<file path="config.mk">
export PLATFORM = sky130hd
export DESIGN_NAME = johnson_phase_tracker
export DESIGN_NICKNAME = d
export VERILOG_FILES = /design/src/rtl/johnson_phase_tracker.sv
export SDC_FILE = /design/constraint.sdc
export NUM_CORES = 1
export LEC_CHECK = 0
export ABC_AREA = 0
export BUFFER_PORTS_ARGS = -buffer_cell sky130_fd_sc_hd__buf_4
export CORE_MARGIN = 2
export CORE_UTILIZATION = 28
export CTS_BUF_LIST = sky130_fd_sc_hd__clkbuf_4 sky130_fd_sc_hd__clkbuf_8
export CTS_CLUSTER_DIAMETER = 100
export DETAILED_ROUTE_END_ITERATION = 10
export PLACE_DENSITY = 0.53
export SYNTH_ARGS = -nofsm -noshare
export SYNTH_HDL_FRONTEND = slang
export SYNTH_SLANG_ARGS = --single-unit
</file>
<file path="constraint.sdc">
create_clock -name clk -period 4.7 [get_ports clk]
set_input_delay 0.47 -clock clk [delete_from_list [all_inputs] [get_ports clk]]
set_output_delay 0.47 -clock clk [all_outputs]
set_load 0.005 [all_outputs]
</file>
<file path="src/rtl/johnson_phase_tracker.sv">
// Johnson counter phase tracker: decodes sampled counter words into a phase index,
// checks sequence legality, and maintains lock state with saturating error count.
module johnson_phase_tracker #(
   parameter int unsigned N          = 4,
   parameter int unsigned LOCK_COUNT = 3,
   parameter int unsigned ERR_W      = 8,
   localparam int unsigned PW        = $clog2(2 * N)
) (
   input  logic             clk,
   input  logic             rst,
   input  logic [0:N-1]     jc_in,
   input  logic             jc_valid,
   output logic [PW-1:0]    phase,
   output logic [2*N-1:0]   phase_onehot,
   output logic             locked,
   output logic             wrap,
   output logic             err_illegal,
   output logic             err_skip,
   output logic [ERR_W-1:0] err_count
);

   localparam int unsigned P2 = 2 * N;
   localparam int unsigned AW = (LOCK_COUNT > 1) ? $clog2(LOCK_COUNT + 1) : 1;

   typedef enum logic [1:0] {
      ST_UNLOCKED = 2'd0,
      ST_ACQUIRE  = 2'd1,
      ST_LOCKED   = 2'd2
   } state_t;

   state_t            state_q, state_d;
   logic [PW-1:0]     phase_q, phase_d;
   logic [AW-1:0]     acq_q, acq_d;
   logic [P2-1:0]     onehot_q, onehot_d;
   logic              wrap_q, wrap_d;
   logic              ill_q, ill_d;
   logic              skip_q, skip_d;
   logic [ERR_W-1:0]  cnt_q, cnt_d;

   logic [PW-1:0]     ones;
   logic [PW-1:0]     dec_phase;
   logic [0:N-1]      pattern;
   logic              legal;
   logic [PW-1:0]     seq_phase;
   logic              in_seq;
   int unsigned       dp;

   // Phase follows from the popcount; bit 0 tells rising half from falling half.
   always_comb begin
      ones = '0;
      for (int unsigned i = 0; i < N; i++) begin
         ones = ones + PW'(jc_in[i]);
      end
      if (jc_in[0] || (ones == '0)) begin
         dec_phase = ones;
      end else begin
         dec_phase = PW'(P2) - ones;
      end
      dp = int'(dec_phase);
      for (int unsigned i = 0; i < N; i++) begin
         pattern[i] = (dp <= N) ? (i < dp) : (i >= dp - N);
      end
      legal = (pattern == jc_in);
   end

   assign seq_phase = (phase_q == PW'(P2 - 1)) ? '0 : phase_q + PW'(1);
   assign in_seq    = (dec_phase == seq_phase);

   always_comb begin
      state_d  = state_q;
      phase_d  = phase_q;
      acq_d    = acq_q;
      wrap_d   = 1'b0;
      ill_d    = 1'b0;
      skip_d   = 1'b0;
      cnt_d    = cnt_q;
      onehot_d = '0;
      if (jc_valid) begin
         if (!legal) begin
            ill_d   = 1'b1;
            state_d = ST_UNLOCKED;
         end else begin
            phase_d = dec_phase;
            case (state_q)
               ST_UNLOCKED: begin
                  acq_d   = '0;
                  state_d = ST_ACQUIRE;
               end
               ST_ACQUIRE: begin
                  if (in_seq) begin
                     if (acq_q + AW'(1) == AW'(LOCK_COUNT)) begin
                        acq_d   = '0;
                        state_d = ST_LOCKED;
                     end else begin
                        acq_d = acq_q + AW'(1);
                     end
                  end else begin
                     acq_d = '0;
                  end
               end
               ST_LOCKED: begin
                  if (in_seq) begin
                     wrap_d = (phase_q == PW'(P2 - 1));
                  end else begin
                     skip_d  = 1'b1;
                     acq_d   = '0;
                     state_d = ST_ACQUIRE;
                  end
               end
               default: begin
                  state_d = ST_UNLOCKED;
               end
            endcase
         end
      end
      if ((ill_d || skip_d) && (cnt_q != '1)) begin
         cnt_d = cnt_q + ERR_W'(1);
      end
      if (state_d == ST_LOCKED) begin
         onehot_d[phase_d] = 1'b1;
      end
   end

   always_ff @(posedge clk) begin
      if (rst) begin
         state_q  <= ST_UNLOCKED;
         phase_q  <= '0;
         acq_q    <= '0;
         onehot_q <= '0;
         wrap_q   <= 1'b0;
         ill_q    <= 1'b0;
         skip_q   <= 1'b0;
         cnt_q    <= '0;
      end else begin
         state_q  <= state_d;
         phase_q  <= phase_d;
         acq_q    <= acq_d;
         onehot_q <= onehot_d;
         wrap_q   <= wrap_d;
         ill_q    <= ill_d;
         skip_q   <= skip_d;
         cnt_q    <= cnt_d;
      end
   end

   assign phase        = phase_q;
   assign phase_onehot = onehot_q;
   assign locked       = (state_q == ST_LOCKED);
   assign wrap         = wrap_q;
   assign err_illegal  = ill_q;
   assign err_skip     = skip_q;
   assign err_count    = cnt_q;

endmodule

</file>
==> results of run 1 <==
## worst max-delay path: cells and delay by family
family / cells / cell delay (ns)
AND/OR/NAND/NOR: 2 / 0.80
buffers and inverters: 4 / 0.30
AO/OA/AOI/OAI: 4 / 1.27
adder cells (fa/ha/maj): 5 / 1.46
## layout make-up
class | instances | area [µm²]
clock inverters | 1 | 30.0
inverters | 14 | 52.6
repair buffers | 34 | 255
flip-flops and latches | 26 | 520
clock buffers | 3 | 41.3
well taps | 72 | 90.1
fillers | 589 | 3540
multi-input cells | 138 | 941
## sequential cells by signal, indices dropped and copies added (netlist names)
signal        cells
err_skip          1
state_q           2
phase_onehot      8
wrap              1
phase             3
err_count         8
err_illegal       1
acq_q             2
## through the flow
stage | power [W] | utilization (%) | std cells
after floorplan | 0.000365 | - | 187
after global placement | 0.000407 | 34.0 | 284
after detailed placement | 0.000406 | 34.0 | 284
after CTS | 0.000589 | 35.3 | 288
after global routing | 0.000620 | 35.3 | 288
final | 0.000583 | 35.3 | 288
## cell usage in the layout, fill, tap and decap left out, types with 5 or more instances in the layout
cell	count
mux2i_1	6
nand2_1	13
ha_1	7
o21a_1	6
buf_4	34
o21ai_0	8
or4_1	5
nand3_1	5
nor3_1	7
o31ai_1	5
inv_1	14
a21oi_1	16
dfxtp_1	26
nor2_1	18
## Yosys cell counts, drive strengths merged, types with 2 or more instances
cell type / n / area, µm²
nor3b: 3 / 38.8
nand2: 13 / 48.8
clkbuf: 4 / 18.8
nand3: 5 / 25.0
o211ai: 2 / 20.0
dfxtp: 26 / 521
a21oi: 16 / 80.1
xnor2: 2 / 17.5
or3: 3 / 18.8
mux2i: 6 / 60.1
nor2: 18 / 67.6
a211oi: 3 / 22.5
o31ai: 5 / 37.5
nor3: 7 / 35.0
o31a: 2 / 17.5
or4: 5 / 37.5
o2111ai: 3 / 26.3
or2: 3 / 18.8
ha: 7 / 87.6
nor2b: 2 / 12.5
inv: 14 / 52.6
o21ai: 9 / 45.0
nor4: 3 / 25.0
o21a: 6 / 45.0
buf: 5 / 43.8
## power by group through the flow
stage / sequential [W] / clock (W) / combinational, W
after floorplan: 0.000237 / 0 / 0.000128
after detailed placement: 0.000239 / 0 / 0.000167
after global placement: 0.000239 / 0 / 0.000167
after global routing: 0.000235 / 0.000195 / 0.000189
after CTS: 0.000234 / 0.000188 / 0.000168
final: 0.000234 / 0.000181 / 0.000168
## routing by layer
layer | vias to the layer above | track usage (%) | part of all wire (%)
met5 | - | 0 | 0
met4 | 0 | 4.83 | 1.5
met3 | 4 | 1.25 | 2.9
met2 | 20 | 19.3 | 44
met1 | 642 | 17.6 | 52
li1 | 742 | - | -
## final timing paths
kind              cells after the start     start            to
setup reg to reg                      8  phase[0]  err_count[5]
hold reg to reg                       2  acq_q[0]      acq_q[0]
hold / removal                        2  acq_q[0]      acq_q[0]
setup / recovery                     15  jc_in[0]      acq_q[0]
## logic make-up after synthesis
family / count (synthesis)
compound gates: 54
xor+xnor: 2
fa+ha+maj: 8
buf+inv: 23
flops: 26
mux: 7
simple gates: 67
==> results.tsv, run 1 <==
metric	value	unit
status	finished clean	
die_w	79.0	µm
vias	1408	
pwr-share-seq	40.1	%
power.switching	0.000174	W
dr.pass1.iters	4	
drive_above_1_share	22.7	%
cts_max_level	1	
synth_top_family_by_area	compound AO/OA/AOI/OAI gates	
skew	0.00579	ns
setup_ws	0.598	ns
synth_compound_area_share	23.9	%
drtIter0Drc	73	
fin_crit_sh	87.3	%
setup_violations	0	
post-place-ws	0.308	ns
endpoint_kind	register	
postCtsSetupRepairBufs	0	
max_freq	244	MHz
arrival	4.30	ns
synthMuxAreaShare	4.76	%
async_flop_share	0	%
tns	0	ns
critical-path-max-stage-delay	0.51	ns
switching_share	29.8	%
yosysUniqueCellTypes	47	
clock_path_buffers	2	
clk_pin_slew	0.08	ns
slew_viol_final	0	
dpl.hpwl	2730	µm
critPathKind	in2reg	
worstPathCellList	buf_4 -> inv_1 -> fa_1 -> inv_1 -> ha_1 -> ha_1 -> inv_1 -> ha_1 -> ha_1 -> nor3b_4 -> o211ai_2 -> a2111o_1 -> a211o_1 -> or3_1 -> a21oi_1	
grt_antenna_before_repair	0	
post_cts_resized	0	
io_pins	30	
placed_area	1860	µm²
pwr-share-clk	31.1	%
grt_usage	12.4	%
yosys_most_used_dff	dfxtp_1	
grt_pass1_vias	1330	
grt_pass1_wl	6360	µm
cts_sinks	26	
viasPerCell	4.89	
period_minus_slack	4.10	ns
vdd_ir_drop_max	0.102	mV
syn-mean-instance-area	8.43	µm²
path_max_fanout	14	
cts_root_buf	clkbuf_8	
initial_core_util	28.8	%
holdBufCountCts	0	
clk_latency	0.26	ns
yosysSeqAreaShare	33.0	%
drt.antenna.violating_nets	0	
syn_to_final_growth	22.5	%
synthesis.area	1580	µm²
cts_buffers	3	
reg2reg_slack	2.21	ns
synth_nets	202	
synth_simple_gate_area_share	23.1	%
nets	232	
grt_start_max_net_pins	21	
rsz0062_at_grt	no	
finalInstanceArea	1930	µm²
whs	0.504	ns
p_leak	0.768	nW
drc_errors	0	
die_height	79.0	µm
gp_congestion	0.774	
synthAdderAreaFrac	6.83	%
ys_ff_latch	26	
dieArea	6250	µm²
cap_viol_max_count	0	
hold_viol	0	
totalWireLength	3620	µm
synth_warnings	0	
grt_overflow_total	0	
start_kind	input port	
syn_inst	187	
hold_class	reg2reg	
max_slew_margin	47.0	%
synth-edff-count	0	
tritoncts	built	
row_count	27	
worstPathRequired	4.90	ns
wl_per_cell	12.6	µm
internal_power	0.000409	W
crit_top_cell	ha_1	
worstMarginPinSlew	0.787	ns
portBuffers	29	
power_density	302	nW/µm²
core-area	5470	µm²
combPwrFrac	28.8	%
synth-xor-area-share	1.11	%
n_antenna_cell	0	
critPathSlowestCell	a211o_1	
No activity file was read; power rests on OpenSTA's default activity.
==> run 2: changes to the inputs <==
--- a/config.mk
+++ b/config.mk
@@ -9,7 +9,6 @@
 export BUFFER_PORTS_ARGS = -buffer_cell sky130_fd_sc_hd__buf_4
 export CORE_MARGIN = 2
 export CORE_UTILIZATION = 28
-export CTS_BUF_LIST = sky130_fd_sc_hd__clkbuf_4 sky130_fd_sc_hd__clkbuf_8
 export CTS_CLUSTER_DIAMETER = 100
 export DETAILED_ROUTE_END_ITERATION = 10
 export PLACE_DENSITY = 0.53
==> constraint.sdc (replaced) <==
create_clock -name clk -period 4.7 [get_ports clk]
set_input_delay 0.705 -clock clk [delete_from_list [all_inputs] [get_ports clk]]
set_output_delay 0.705 -clock clk [all_outputs]
set_load 0.005 [all_outputs]
==> results.tsv, run 2 (synthesis gave the netlist of run 1 again) <==
metric	value	unit	change
max_freq	234	MHz	was 244 MHz
final_util	35.0	%	was 35.3%
cts_max_level	1		unchanged
cap_viol_max_count	0		unchanged
layout_commonest_cell	buf_4		unchanged
period_minus_slack	4.27	ns	was 4.10 ns
core-area	5470	µm²	unchanged
slew_viol_final	0		unchanged
tritoncts	built		unchanged
crit_top_cell	ha_1		unchanged
critical_path_buf_inv_count	4		unchanged
multiInputGateArea	941	µm²	unchanged
cts_sinks	26		unchanged
dr.pass1.iters	4		unchanged
skew	0.00699	ns	was 0.00579 ns
clk_pin_slew	0.09	ns	was 0.08 ns
die_height	79.0	µm	unchanged
critical-path-max-stage-delay	0.51	ns	about the same
tns	0	ns	unchanged
cts_root_buf	clkbuf_8		unchanged
initial_core_util	28.8	%	unchanged
gp_congestion	0.766		was 0.774
postCtsSetupRepairBufs	0		unchanged
layout_common_cells	buf_4, dfxtp_1, nor2_1		unchanged
cts_buffers	3		unchanged
drtIter0Drc	97		was 73
critPathSlowestCell	a211o_1		unchanged
holdBufCountCts	0		unchanged
max_slew_margin	66.8	%	was 47.0%
wl_per_cell	12.0	µm	was 12.6 µm
die_w	79.0	µm	unchanged
portBuffers	29		unchanged
use_met3	1.48	%	was 1.25%
totalWireLength	3460	µm	was 3620 µm
final-seq-area	520	µm²	unchanged
start_kind	input port		unchanged
grt_pass1_wl	5930	µm	was 6360 µm
placed_area	1860	µm²	unchanged
status	finished clean		unchanged
whs	0.495	ns	was 0.504 ns
io_pins	30		unchanged
critPathKind	in2reg		unchanged
post_cts_resized	0		unchanged
n_fill_cell	600		was 589
grt_usage	12.0	%	was 12.4%
dieArea	6250	µm²	unchanged
cp_top_family	compound AO/OA/AOI/OAI gates		was adder cells
endpoint_kind	register		unchanged
nets	232		unchanged
use_met1	16.7	%	was 17.6%
row_count	27		unchanged
grt_pass1_vias	1264		was 1330
worstMarginPinSlew	0.492	ns	was 0.787 ns
grt_start_max_net_pins	21		unchanged
dpl.hpwl	2660	µm	was 2730 µm
grt_antenna_before_repair	0		unchanged
p_leak	0.761	nW	was 0.768 nW
rsz0062_at_grt	no		unchanged
syn_to_final_growth	21.4	%	was 22.5%
clock_path_buffers	2		unchanged
grt-busiest-layer	met2		unchanged
vias	1426		was 1408
power_density	284	nW/µm²	was 302 nW/µm²
grt_overflow_total	0		unchanged
drc_errors	0		unchanged
drive_above_1_share	22.7	%	unchanged
hold_viol	0		unchanged
path_max_fanout	14		unchanged
drt.antenna.violating_nets	0		unchanged
total_power	0.000544	W	was 0.000583 W
setup_violations	0		unchanged
clk_latency	0.27	ns	was 0.26 ns
arrival	4.48	ns	was 4.30 ns
vdd_ir_drop_max	0.120	mV	was 0.102 mV
n_antenna_cell	0		unchanged
worstPathCellList	buf_4 -> inv_1 -> fa_1 -> inv_1 -> ha_1 -> ha_1 -> inv_1 -> ha_1 -> ha_1 -> o21a_1 -> o21a_1 -> a2111o_1 -> a211o_1 -> or3_1 -> a21oi_1		was buf_4 -> inv_1 -> fa_1 -> inv_1 -> ha_1 -> ha_1 -> inv_1 -> ha_1 -> ha_1 -> nor3b_4 -> o211ai_2 -> a2111o_1 -> a211o_1 -> or3_1 -> a21oi_1
fin_crit_sh	90.8	%	was 87.3%
hold_class	reg2reg		unchanged
finalInstanceArea	1910	µm²	was 1930 µm²
viasPerCell	4.95		was 4.89
use_met2	17.8	%	was 19.3%
worstPathRequired	4.91	ns	was 4.90 ns
-- run 2: layout make-up --
cell class	instances	area share, %
repair buffers	34	13.3
inverters	14	2.75
flip-flops and latches	26	27.2
well taps	72	4.71
multi-input cells	138	49.2
clock buffers	4	2.88
-- run 2: worst paths after layout --
| check | startpoint | endpoint | slack (ns) | depth (start not counted) |
|---|---|---|---|---|
| worst max-delay path | jc_in[0] | acq_q[0] | 0.43 | 15 |
| worst min-delay path | acq_q[0] | acq_q[0] | 0.49 | 2 |
| worst max register to register | phase[0] | err_count[5] | 2.37 | 8 |
| worst min register to register | acq_q[0] | acq_q[0] | 0.49 | 2 |
-- run 2: where the power goes --
group          internal, W  total, W  leakage [nW]  switching [W]
registers         0.000226  0.000234         0.210     0.00000814
clock network    0.0000749  0.000143        0.0288      0.0000683
logic            0.0000698  0.000167         0.522      0.0000969
-- run 2: per-stage QoR --
step                setup WS, ns  cells
floorplan                  0.429    187
finish                     0.431    288
global placement           0.217    284
global route               0.200    288
CTS                        0.441    288
detailed placement         0.164    284
-- run 2: layer usage --
layer | wire (µm) | vias to the layer above
li1 | - | 748
met1 | 1780 | 647
met2 | 1470 | 25
met3 | 129 | 6
met4 | 76 | 0
met5 | 0 | -
-- run 2: worst reg2reg max path: stages, from the launching register on --
cell,delay [ns]
dfxtp_1,0.37
ha_1,0.22
ha_1,0.29
nor3_1,0.38
o221ai_1,0.19
a221oi_2,0.35
buf_4,0.24
or4_1,0.12
a21oi_1,0.06
==> run 3: changes to the inputs <==
--- a/config.mk
+++ b/config.mk
@@ -5,8 +5,9 @@
 export SDC_FILE = /design/constraint.sdc
 export NUM_CORES = 1
 export LEC_CHECK = 0
-export ABC_AREA = 0
+export ABC_AREA = 1
 export BUFFER_PORTS_ARGS = -buffer_cell sky130_fd_sc_hd__buf_4
+export CORE_ASPECT_RATIO = 0.6
 export CORE_MARGIN = 2
 export CORE_UTILIZATION = 28
 export CTS_CLUSTER_DIAMETER = 100
==> results.tsv, run 3 <==
metric	value	unit	change
wl_per_cell	11.1	µm	was 12.0 µm
layout_common_cells	nand2_1, nor2_1, buf_4		was buf_4, dfxtp_1, nor2_1
drt.antenna.violating_nets	0		unchanged
endpoint_kind	register		unchanged
synth_warnings	0		unchanged
pwr-share-clk	30.6	%	was 26.3%
layout_commonest_cell	nand2_1		was buf_4
p_leak	0.876	nW	was 0.761 nW
gp_congestion	0.872		was 0.766
cts_max_level	1		unchanged
clk_latency	0.27	ns	about the same
slew_viol_final	0		unchanged
tritoncts	built		unchanged
portBuffers	29		unchanged
start_kind	input port		unchanged
vias	1402		was 1426
reg2reg_slack	2.62	ns	was 2.37 ns
initial_core_util	29.6	%	was 28.8%
placed_area	1810	µm²	was 1860 µm²
grt_antenna_before_repair	0		unchanged
worstMarginPinSlew	0.287	ns	was 0.492 ns
drtIter0Drc	82		was 97
async_flop_share	0	%	unchanged
final_util	36.7	%	was 35.0%
combPwrFrac	29.7	%	was 30.7%
drc_errors	0		unchanged
dr.pass1.iters	4		unchanged
finalInstanceArea	1880	µm²	was 1910 µm²
cts_root_buf	clkbuf_8		unchanged
pwr-share-seq	39.6	%	was 43.0%
yosysMostFrequentCell	nand2_1		was dfxtp_1
status	finished clean		unchanged
cap_viol_max_count	0		unchanged
internal_power	0.000408	W	was 0.000370 W
syn_to_final_growth	24.0	%	was 21.4%
syn-mean-instance-area	7.19	µm²	was 8.43 µm²
post_cts_resized	0		unchanged
nets	258		was 232
fin_crit_sh	77.4	%	was 90.8%
drive_above_1_share	24.4	%	was 22.7%
dpl.hpwl	2750	µm	was 2660 µm
arrival	3.80	ns	was 4.48 ns
cts_buffers	3		unchanged
synth_nets	226		was 202
clock_path_buffers	2		unchanged
synthesis.area	1520	µm²	was 1580 µm²
power.switching	0.000196	W	was 0.000173 W
yosys_most_used_dff	dfxtp_1		unchanged
totalWireLength	3430	µm	was 3460 µm
yosysSeqAreaShare	34.3	%	was 33.0%
viasPerCell	4.55		was 4.95
skew	0.00211	ns	was 0.00699 ns
hold_class	reg2reg		unchanged
synth-edff-count	0		unchanged
dieArea	6040	µm²	was 6250 µm²
n_antenna_cell	0		unchanged
core-area	5130	µm²	was 5470 µm²
setup_violations	0		unchanged
max_freq	275	MHz	was 234 MHz
max_slew_margin	80.8	%	was 66.8%
worstPathRequired	4.87	ns	was 4.91 ns
period_minus_slack	3.64	ns	was 4.27 ns
cts_sinks	26		unchanged
grt_pass1_wl	5560	µm	was 5930 µm
n_fill_cell	516		was 600
postCtsSetupRepairBufs	0		unchanged
yosysTopAreaCellShare	34.3	%	was 33.0%
grt_usage	11.8	%	was 12.0%
hold_viol	0		unchanged
syn_inst	211		was 187
die_height	61.0	µm	was 79.0 µm
power_density	321	nW/µm²	was 284 nW/µm²
grt_start_max_net_pins	16		was 21
die_w	99.0	µm	was 79.0 µm
io_pins	30		unchanged
switching_share	32.4	%	was 31.9%
vdd_ir_drop_max	0.123	mV	was 0.120 mV
rsz0062_at_grt	no		unchanged
whs	0.481	ns	was 0.495 ns
row_count	20		was 27
holdBufCountCts	0		unchanged
tns	0	ns	unchanged
grt_pass1_vias	1147		was 1264
grt_overflow_total	0		unchanged
path_max_fanout	9		was 14
netlist_top_cells_count	nand2_1, nor2_1, dfxtp_1		was dfxtp_1, nor2_1, a21oi_1
critPathKind	in2reg		unchanged
synth_area_leaders	dfxtp_1, nand2_1, nor2_1		was dfxtp_1, ha_1, a21oi_1
yosysUniqueCellTypes	28		was 47
synth.largest_area_cell	dfxtp_1		unchanged
ys_ff_latch	26		unchanged
total_power	0.000604	W	was 0.000544 W
clk_pin_slew	0.09	ns	about the same
## run 3: final timing paths
path                            depth (start not counted)         start              end
worst max-delay path                                   23      jc_in[3]  phase_onehot[3]
worst min-delay path                                    2  err_count[7]     err_count[7]
worst max register to register                         10      phase[1]  phase_onehot[3]
worst min register to register                          2  err_count[7]     err_count[7]
## run 3: power by group through the flow
stage,Combinational (W),Clock [W],Sequential [W]
2_1_floorplan,0.000135,0,0.000243
3_3_place_gp,0.000181,0,0.000244
3_5_place_dp,0.000179,0,0.000245
4_1_cts,0.000180,0.000190,0.000239
5_1_grt,0.000204,0.000203,0.000241
6_report,0.000180,0.000185,0.000239
## run 3: critical path, cell delays in order
cell	delay, ns
buf_4	0.08
inv_1	0.06
fa_1	0.53
inv_1	0.05
ha_1	0.18
ha_1	0.29
inv_1	0.07
ha_1	0.19
ha_1	0.22
inv_1	0.09
nand2_4	0.07
nand2_1	0.07
nand2_2	0.10
nand2_1	0.13
nand2_1	0.07
nand2_1	0.06
nand2_2	0.06
nor2_4	0.17
nand3_4	0.18
nor2_1	0.16
nor2_2	0.06
nand4_1	0.15
nor2_1	0.07
## run 3: kinds of logic (layout without fill, tap and decap cells)
family	Yosys count	after routing	share of synthesized area, %
compound gates	19	19	7.84
simple gates	124	124	40.0
buf+inv	27	58	6.68
fa+ha+maj	8	8	7.10
flops	26	26	34.3
xor+xnor	7	7	4.04
## run 3: per-stage QoR
stage	setup WS, ns	cells
after floorplan	1.16	211
after global routing	0.797	308
final	1.06	308
after CTS	1.07	308
after global placement	0.787	304
after detailed placement	0.779	304
## run 3: layout make-up
| type | count | area (µm²) | area share, % |
|---|---|---|---|
| multi-input cells | 158 | 895 | 47.6 |
| flip-flops and latches | 26 | 520 | 27.7 |
| repair buffers | 29 | 218 | 11.6 |
| inverters | 25 | 93.8 | 4.99 |
| well taps | 66 | 82.6 | 4.39 |
| clock buffers | 3 | 41.3 | 2.20 |
| clock inverters | 1 | 30.0 | 1.60 |
## run 3: metal layers
| layer | track usage [%] | up-vias | wire length (µm) |
|---|---|---|---|
| met5 | 0 | - | 0 |
| met4 | 1.76 | 0 | 21 |
| met3 | 3.46 | 2 | 207 |
| met2 | 15.1 | 36 | 1240 |
| met1 | 19.2 | 622 | 1960 |
| li1 | - | 742 | - |
